[config.mk]
export PLATFORM = sky130hd
export DESIGN_NAME = placar_display_c2
export DESIGN_NICKNAME = d
export VERILOG_FILES = /design/src/rtl/placar_display_c2.sv
export SDC_FILE = /design/constraint.sdc
export NUM_CORES = 1
export LEC_CHECK = 0
export BUFFER_PORTS_ARGS = -buffer_cell sky130_fd_sc_hd__buf_2
export CORE_MARGIN = 4
export CORE_UTILIZATION = 55
export CTS_CLUSTER_DIAMETER = 100
export CTS_CLUSTER_SIZE = 16
export DETAILED_ROUTE_END_ITERATION = 8
export PLACE_DENSITY = 0.83
export SLEW_MARGIN = 10
export SYNTH_ARGS = -nofsm -noshare
export SYNTH_HDL_FRONTEND = slang
export SYNTH_SLANG_ARGS = --single-unit
[constraint.sdc]
create_clock -name clk -period 3.4 [get_ports clk]
set_clock_uncertainty 0.05 [all_clocks]
set_input_delay 0.51 -clock clk [delete_from_list [all_inputs] [get_ports clk]]
set_output_delay 0.51 -clock clk [all_outputs]
set_load 0.01 [all_outputs]
[src/rtl/placar_display_c2.sv]
// Sign/BCD conversion of the adder's 6-bit two's-complement result by repeated
// subtraction, driving a 3-digit multiplexed 7-segment display (sign, tens, units).
module placar_display_c2 #(
    parameter int SCAN_DIV       = 50000,
    parameter bit SEG_ACTIVE_LOW = 1'b1
) (
    input  logic       clk,
    input  logic       rst_n,
    input  logic [5:0] s,
    input  logic       load,
    output logic       busy,
    output logic       valid,
    output logic [6:0] seg,
    output logic [2:0] an
);

    localparam int            PW        = $clog2(SCAN_DIV);
    localparam logic [PW-1:0] PRESC_MAX = PW'(SCAN_DIV - 1);
    localparam logic [6:0]    SEG_OFF   = SEG_ACTIVE_LOW ? 7'h7F : 7'h00;
    localparam logic [2:0]    AN_OFF    = SEG_ACTIVE_LOW ? 3'b111 : 3'b000;
    localparam logic [6:0]    PAT_MINUS = 7'h40;

    typedef enum logic [0:0] {
        ST_IDLE = 1'b0,
        ST_CONV = 1'b1
    } state_t;

    state_t         state_r, next_state_s;
    logic           sign_w_r, sign_next_s;
    logic [5:0]     mag_r, mag_next_s;
    logic [1:0]     tens_w_r, tens_next_s;
    logic           commit_s;
    logic           disp_sign_r;
    logic [1:0]     disp_tens_r;
    logic [3:0]     disp_units_r;
    logic [PW-1:0]  presc_r;
    logic [1:0]     digit_r;
    logic [2:0]     an_on_s;
    logic [6:0]     pat_s;

    function automatic logic [6:0] seg_enc(input logic [3:0] d);
        logic [6:0] p;
        case (d)
            4'd0:    p = 7'h3F;
            4'd1:    p = 7'h06;
            4'd2:    p = 7'h5B;
            4'd3:    p = 7'h4F;
            4'd4:    p = 7'h66;
            4'd5:    p = 7'h6D;
            4'd6:    p = 7'h7D;
            4'd7:    p = 7'h07;
            4'd8:    p = 7'h7F;
            4'd9:    p = 7'h6F;
            default: p = 7'h00;
        endcase
        return p;
    endfunction

    // Next-state and conversion datapath: capture on load, subtract ten per cycle.
    always_comb begin
        next_state_s = state_r;
        sign_next_s  = sign_w_r;
        mag_next_s   = mag_r;
        tens_next_s  = tens_w_r;
        commit_s     = 1'b0;
        case (state_r)
            ST_IDLE: begin
                if (load) begin
                    next_state_s = ST_CONV;
                    sign_next_s  = s[5];
                    mag_next_s   = s[5] ? (~s + 6'd1) : s;
                    tens_next_s  = 2'd0;
                end else begin
                    next_state_s = ST_IDLE;
                end
            end
            ST_CONV: begin
                if (mag_r >= 6'd10) begin
                    mag_next_s  = mag_r - 6'd10;
                    tens_next_s = tens_w_r + 2'd1;
                end else begin
                    commit_s     = 1'b1;
                    next_state_s = ST_IDLE;
                end
            end
            default: begin
                next_state_s = ST_IDLE;
            end
        endcase
    end

    // FSM state, working registers, and the atomically committed display value.
    always_ff @(posedge clk or negedge rst_n) begin
        if (!rst_n) begin
            state_r      <= ST_IDLE;
            sign_w_r     <= 1'b0;
            mag_r        <= 6'd0;
            tens_w_r     <= 2'd0;
            disp_sign_r  <= 1'b0;
            disp_tens_r  <= 2'd0;
            disp_units_r <= 4'd0;
            busy         <= 1'b0;
            valid        <= 1'b0;
        end else begin
            state_r  <= next_state_s;
            sign_w_r <= sign_next_s;
            mag_r    <= mag_next_s;
            tens_w_r <= tens_next_s;
            busy     <= (next_state_s == ST_CONV);
            if (commit_s) begin
                disp_sign_r  <= sign_w_r;
                disp_tens_r  <= tens_w_r;
                disp_units_r <= mag_r[3:0];
                valid        <= 1'b1;
            end else begin
                valid <= valid;
            end
        end
    end

    // Free-running scan prescaler and digit index, independent of the FSM.
    always_ff @(posedge clk or negedge rst_n) begin
        if (!rst_n) begin
            presc_r <= '0;
            digit_r <= 2'd0;
        end else if (presc_r == PRESC_MAX) begin
            presc_r <= '0;
            digit_r <= (digit_r == 2'd2) ? 2'd0 : (digit_r + 2'd1);
        end else begin
            presc_r <= presc_r + PW'(1);
        end
    end

    // Active-high digit enable and segment pattern for the digit being scanned.
    always_comb begin
        an_on_s = 3'b000;
        pat_s   = 7'h00;
        if (valid) begin
            case (digit_r)
                2'd0: begin
                    an_on_s = 3'b001;
                    pat_s   = seg_enc(disp_units_r);
                end
                2'd1: begin
                    an_on_s = 3'b010;
                    if (disp_tens_r != 2'd0) begin
                        pat_s = seg_enc({2'b00, disp_tens_r});
                    end else begin
                        pat_s = 7'h00;
                    end
                end
                2'd2: begin
                    an_on_s = 3'b100;
                    if (disp_sign_r) begin
                        pat_s = PAT_MINUS;
                    end else begin
                        pat_s = 7'h00;
                    end
                end
                default: begin
                    an_on_s = 3'b000;
                    pat_s   = 7'h00;
                end
            endcase
        end else begin
            an_on_s = 3'b000;
            pat_s   = 7'h00;
        end
    end

    // Registered display drive; an and seg move together on the same edge.
    always_ff @(posedge clk or negedge rst_n) begin
        if (!rst_n) begin
            an  <= AN_OFF;
            seg <= SEG_OFF;
        end else begin
            an  <= SEG_ACTIVE_LOW ? ~an_on_s : an_on_s;
            seg <= SEG_ACTIVE_LOW ? ~pat_s : pat_s;
        end
    end

endmodule

Word level (Yosys, flattened, before mapping)

Memory sizes are Yosys's and may differ from the RTL's.
Index checks and enable logic that the tools add are counted.

$lt $le $gt $ge: 1
Eq/ne operators: 8
Reduce and logical (&&, ||, !) cells: 5
Bitwise logic cells: 4
Add/sub/neg operators: 5
Mux-type cells: 21

Operators with widths:

| kind                                                                  | count |
|---|---|
| 7-bit case mux with 4 select lines                                    | 1 |
| 7-bit 2-to-1 mux                                                      | 3 |
| 7-bit case mux with 3 select lines                                    | 1 |
| 6-bit 2-to-1 mux                                                      | 3 |
| 16-bit by 1-bit adder with 16-bit output, second input constant       | 1 |
| 16-bit equality test, second input constant                           | 1 |
| 16-bit 2-to-1 mux                                                     | 1 |
| 6-bit case mux with 2 select lines                                    | 1 |
| 3-bit case mux with 3 select lines                                    | 1 |
| 7-bit NOT                                                             | 1 |
| 6-bit by 1-bit adder with 6-bit output, second input constant         | 1 |
| 2-bit equality test, second input constant                            | 3 |
| 6-bit by 4-bit >= comparator with 1-bit output, second input constant | 1 |
| 2-bit 2-to-1 mux                                                      | 3 |
| 6-bit NOT                                                             | 1 |
| 6-bit by 4-bit subtractor with 6-bit output, second input constant    | 1 |
| 2-bit by 1-bit adder with 2-bit output, second input constant         | 2 |
| 2-bit by 1-bit equality test with 1-bit output, second input constant | 2 |
| 2-bit logical NOT                                                     | 2 |
| 1-bit 2-to-1 mux                                                      | 4 |
| 2-bit case mux with 2 select lines                                    | 1 |
| 2-bit AND reduction                                                   | 2 |
| 3-bit 2-to-1 mux                                                      | 1 |
| 3-bit NOT                                                             | 1 |
| other kinds (5)                                                       | 5 |

Memory bits (read-only): 112
Flip-flop bits (word level): 46
Memories kept: 1
Word-level logic and storage cells: 57
Output and inout bits: 12
Bits of input ports: 9

Memory list:

| name             | words | bits a word | read ports | clocked after memory_dff | wr ports | RTL line | RTL |
|---|---|---|---|---|---|---|---|
| (name not given) | 16    | 7           | 1          | 0                        | 0        | 43       | `case (d)` |

Longest topological paths before layout

Depth after elaboration: 6
Gate-level depth with buffers: 6

Least setup slack after synthesis

No wires, ideal clock.

Path type: flip-flop to flip-flop
Start: register presc_r[13]
End: register digit_r[0]
Data arrival time: 1.681 ns
Stages on the path, launching flop included: 5
Path buffers: 1
Slack: 1.544 ns
Required time: 3.225 ns
Cell sequence: dfrtp_1 or4bb_1 nor4_4 buf_6 mux2_4

Cells in the longest elaborated chain, start to end: 1

RTL lines:

| item                   | RTL line | RTL |
|---|---|---|
| from (decl)            | 36       | `logic [PW-1:0] presc_r;` |
| from (signal assigned) | 130      | `presc_r <= presc_r + PW'(1);` |
| 16-bit equality test   | 126      | `end else if (presc_r == PRESC_MAX) begin` |
| to (signal assigned)   | 128      | `digit_r <= (digit_r == 2'd2) ? 2'd0 : (digit_r + 2'd1);` |
| to (decl)              | 37       | `logic [1:0] digit_r;` |

No other way between the ends.
A chain may end at the register's enable or synchronous reset.

Worst setup path in the final report

Start: register presc_r[13]
End: register presc_r[9]

Cells in the longest elaborated chain, start to end: 2

RTL lines:

| item                 | RTL line |
|---|---|
| 16-bit equality test | 126 |
| 16-bit 2-to-1 mux    | 126 |

No other way between the ends.

==> flow_summary.toml <==
[worst_setup_path]
worst_r2r_path_depth = 4
crit_type = "reg2reg"
arrival_ns = 2.29
startpoint = "presc_r[13]$_DFF_PN0_"
endpoint = "presc_r[9]$_DFF_PN0_"
r2r_setup_slack_ns = 1.26
end_kind = "flop"
r2r-end = "presc_r[9]$_DFF_PN0_"
required_ns = 3.54
slowest_delay_ns = 0.62
cp_max_fo = 12
crit_path_cell_trace = "or4bb_1, nor4_4, o21ai_0, a22o_1"
slowest_stage = "nor4_4"
start_kind = "flop"
r2r-start = "presc_r[13]$_DFF_PN0_"

[sta]
max_slew_margin = 0.373
fin_crit_ns = 2.14
final.period_utilization = 0.631
worst_pin_slew_ns = 0.940
finalSetupViolations = 0
drv_slew = 0
rsz0062_at_grt = "no"
fmax_mhz = 466
setup-tns-final_ns = 0
hold_viol_final = 0

[routing]
viasPerCell = 5.44
vias = 1600
firstDrtPassIters = 4
drt-total-wl_mm = 3.88
drt_iter0_markers = 90
wl_per_cell_um = 13.2
drc = 0
postRouteAntennaNets = 0

[power]
pwr_density_cell_mw_per_mm2 = 735
cellLeakagePower_nw = 1.16
irDropWorstVdd_mv = 0.395

[floorplan]
core_area_mm2 = 0.00400
dieArea_mm2 = 0.00526
num_rows = 23
start_util = 0.572
fp.dieW_um = 72.5
die_y_um = 72.5
ioPinCount = 21

[synth]
netlist_top_cells_count = "dfrtp_1 (36), nor2_1 (22), nand2_1 (17), inv_1 (15), o21ai_0 (13)"
synth.most_common_cell = "dfrtp_1"
syn_nets = 239
yosys-top-cells-area = "dfrtp_1 (39%), dfstp_2 (11%), ha_1 (4.4%)"
synth_warnings = 0
ys_seq_area_frac = 0.508
synth-main-ff-cell = "dfrtp_1"
postSynthCellCount = 222
ys_async_sr_fraction = 1.00
synth_area_leader_cell = "dfrtp_1"
synth_top_area_share = 0.393
synth.distinct_cells = 42
synth-edff-count = 0
avgSynthCellArea_um2 = 10.3
ys_ff_latch = 46
synth.cell_area_mm2 = 0.00229

[grt]
grt_pass1_wl_mm = 6.53
grt_pass1_vias = 1437
antenna_found_initial = 0
global_route.overflow_total = 0
grt_max_degree = 47
grt_usage = 0.160

[clocking]
postCtsHoldBufs = 0
cts_sinks = 46
cts_buffers = 5
htree_levels = 2
worst_skew_pair.late_latency_ns = 0.30
root_buffer = "clkbuf_8"
post_cts_buffers = 0
cts_buffer_depth = 2
cts_tree = "built"
clk_pin_slew_worst_paths_ns = 0.08
cts_resized = 0

[cells_and_area]
area_growth_pct = 10.9
drive_gt1_frac = 0.180
fin_area_mm2 = 0.00254
n_antenna_cell = 0
finish.net_count = 261
fill_cells = 318

[run]
cap_violations = 0

[place]
io_buffers = 20
place_congestion = 0.841
dpl.hpwl_mm = 2.77
placed_area_mm2 = 0.00243

[worst_hold_path]
min_path_type = "in2async"

[status]
outcome = "finished clean"
==> metal layers <==
layer,part of all wire,vias up,global-route usage
li1,-,809,-
met2,0.46,37,0.248
met4,0.020,0,0.0676
met3,0.049,6,0.0374
met5,0,-,0
met1,0.47,748,0.216
==> state kept, by name (all words and copies together), names as in the netlist, 2 cells and up <==
name	count
mag_r	6
seg	7
an	3
disp_units_r	4
disp_tens_r	2
digit_r	2
tens_w_r	2
presc_r	16
==> worst min-delay path by stage <==
stage | from | endpoint | slack, ns | cells after the start
floorplan | rst_n | digit_r[0]$_DFFE_PN0N_ | 0.16 | 0
global placement | presc_r[12]$_DFF_PN0_ | presc_r[12]$_DFF_PN0_ | 0.43 | 1
detailed placement | presc_r[12]$_DFF_PN0_ | presc_r[12]$_DFF_PN0_ | 0.43 | 1
CTS | rst_n | mag_r[3]$_DFFE_PN0P_ | 0.34 | 1
global route | rst_n | state_r$_DFF_PN0_ | 0.40 | 1
finish | rst_n | mag_r[3]$_DFFE_PN0P_ | 0.30 | 1
==> layout make-up <==
class / count / area, um^2 / area share
Clock buffer: 6 / 82.6 / 0.0325
Timing Repair Buffer: 20 / 100 / 0.0394
Inverter: 15 / 56.3 / 0.0222
Tap cell: 50 / 62.6 / 0.0246
Multi-Input combinational cell: 156 / 1040 / 0.411
Clock inverter: 1 / 30.0 / 0.0118
Sequential cell: 46 / 1160 / 0.458
==> power by group <==
group          leakage [nW]  internal (mW)  switching [mW]  total, mW
registers             0.557          0.721           0.130      0.851
clock network        0.0573          0.235           0.170      0.405
logic                 0.543          0.292           0.318      0.610
total                  1.16           1.25           0.618       1.87
==> worst max-delay path, delay by kind of cell, from the launching register on <==
kind	cells	cell delay (ns)
AND/OR/NAND/NOR	2	1.18
flip-flops	1	0.42
AO/OA/AOI/OAI	2	0.39
==> through the flow <==
stage	instances	worst slack (ns)	util	hold WS (ns)	power, mW
floorplan	222	1.54	-	0.164	1.31
global placement	287	1.31	0.607	0.426	1.44
detailed placement	287	1.26	0.607	0.434	1.47
CTS	294	1.23	0.635	0.340	1.88
global route	294	1.12	0.635	0.398	2.01
finish	294	1.26	0.635	0.296	1.87
==> placed cells by master (no fill, tap or decap), drive strengths merged, types with 2 or more instances in the layout <==
| cell | count |
|---|---|
| mux2 | 5 |
| mux2i | 2 |
| a21oi | 9 |
| nor3b | 3 |
| or4bb | 2 |
| o21a | 3 |
| nand4 | 5 |
| ha | 8 |
| dfrtp | 36 |
| dfstp | 10 |
| nand2b | 7 |
| o21ai | 14 |
| nand3 | 11 |
| xor2 | 10 |
| a21o | 3 |
| nor3 | 3 |
| a211oi | 2 |
| a22o | 2 |
| o31ai | 2 |
| nor2b | 2 |
| clkbuf | 6 |
| nor2 | 22 |
| a221oi | 2 |
| and4 | 2 |
| buf | 20 |
| nor4 | 2 |
| xnor2 | 8 |
| inv | 15 |
| nand2 | 17 |
==> kinds of logic (layout without fill, tap and decap cells) <==
family                   after synthesis  after routing  synth area share
XOR/XNOR                              18             18            0.0689
multiplexers                           7              7            0.0350
AND/OR/NAND/NOR                       80             80             0.189
flip-flops                            46             46             0.508
adder cells (fa/ha/maj)                8              8            0.0437
buffers and inverters                 20             42            0.0361
AO/OA/AOI/OAI                         43             43             0.119
Power figures use the tool's default switching activity.
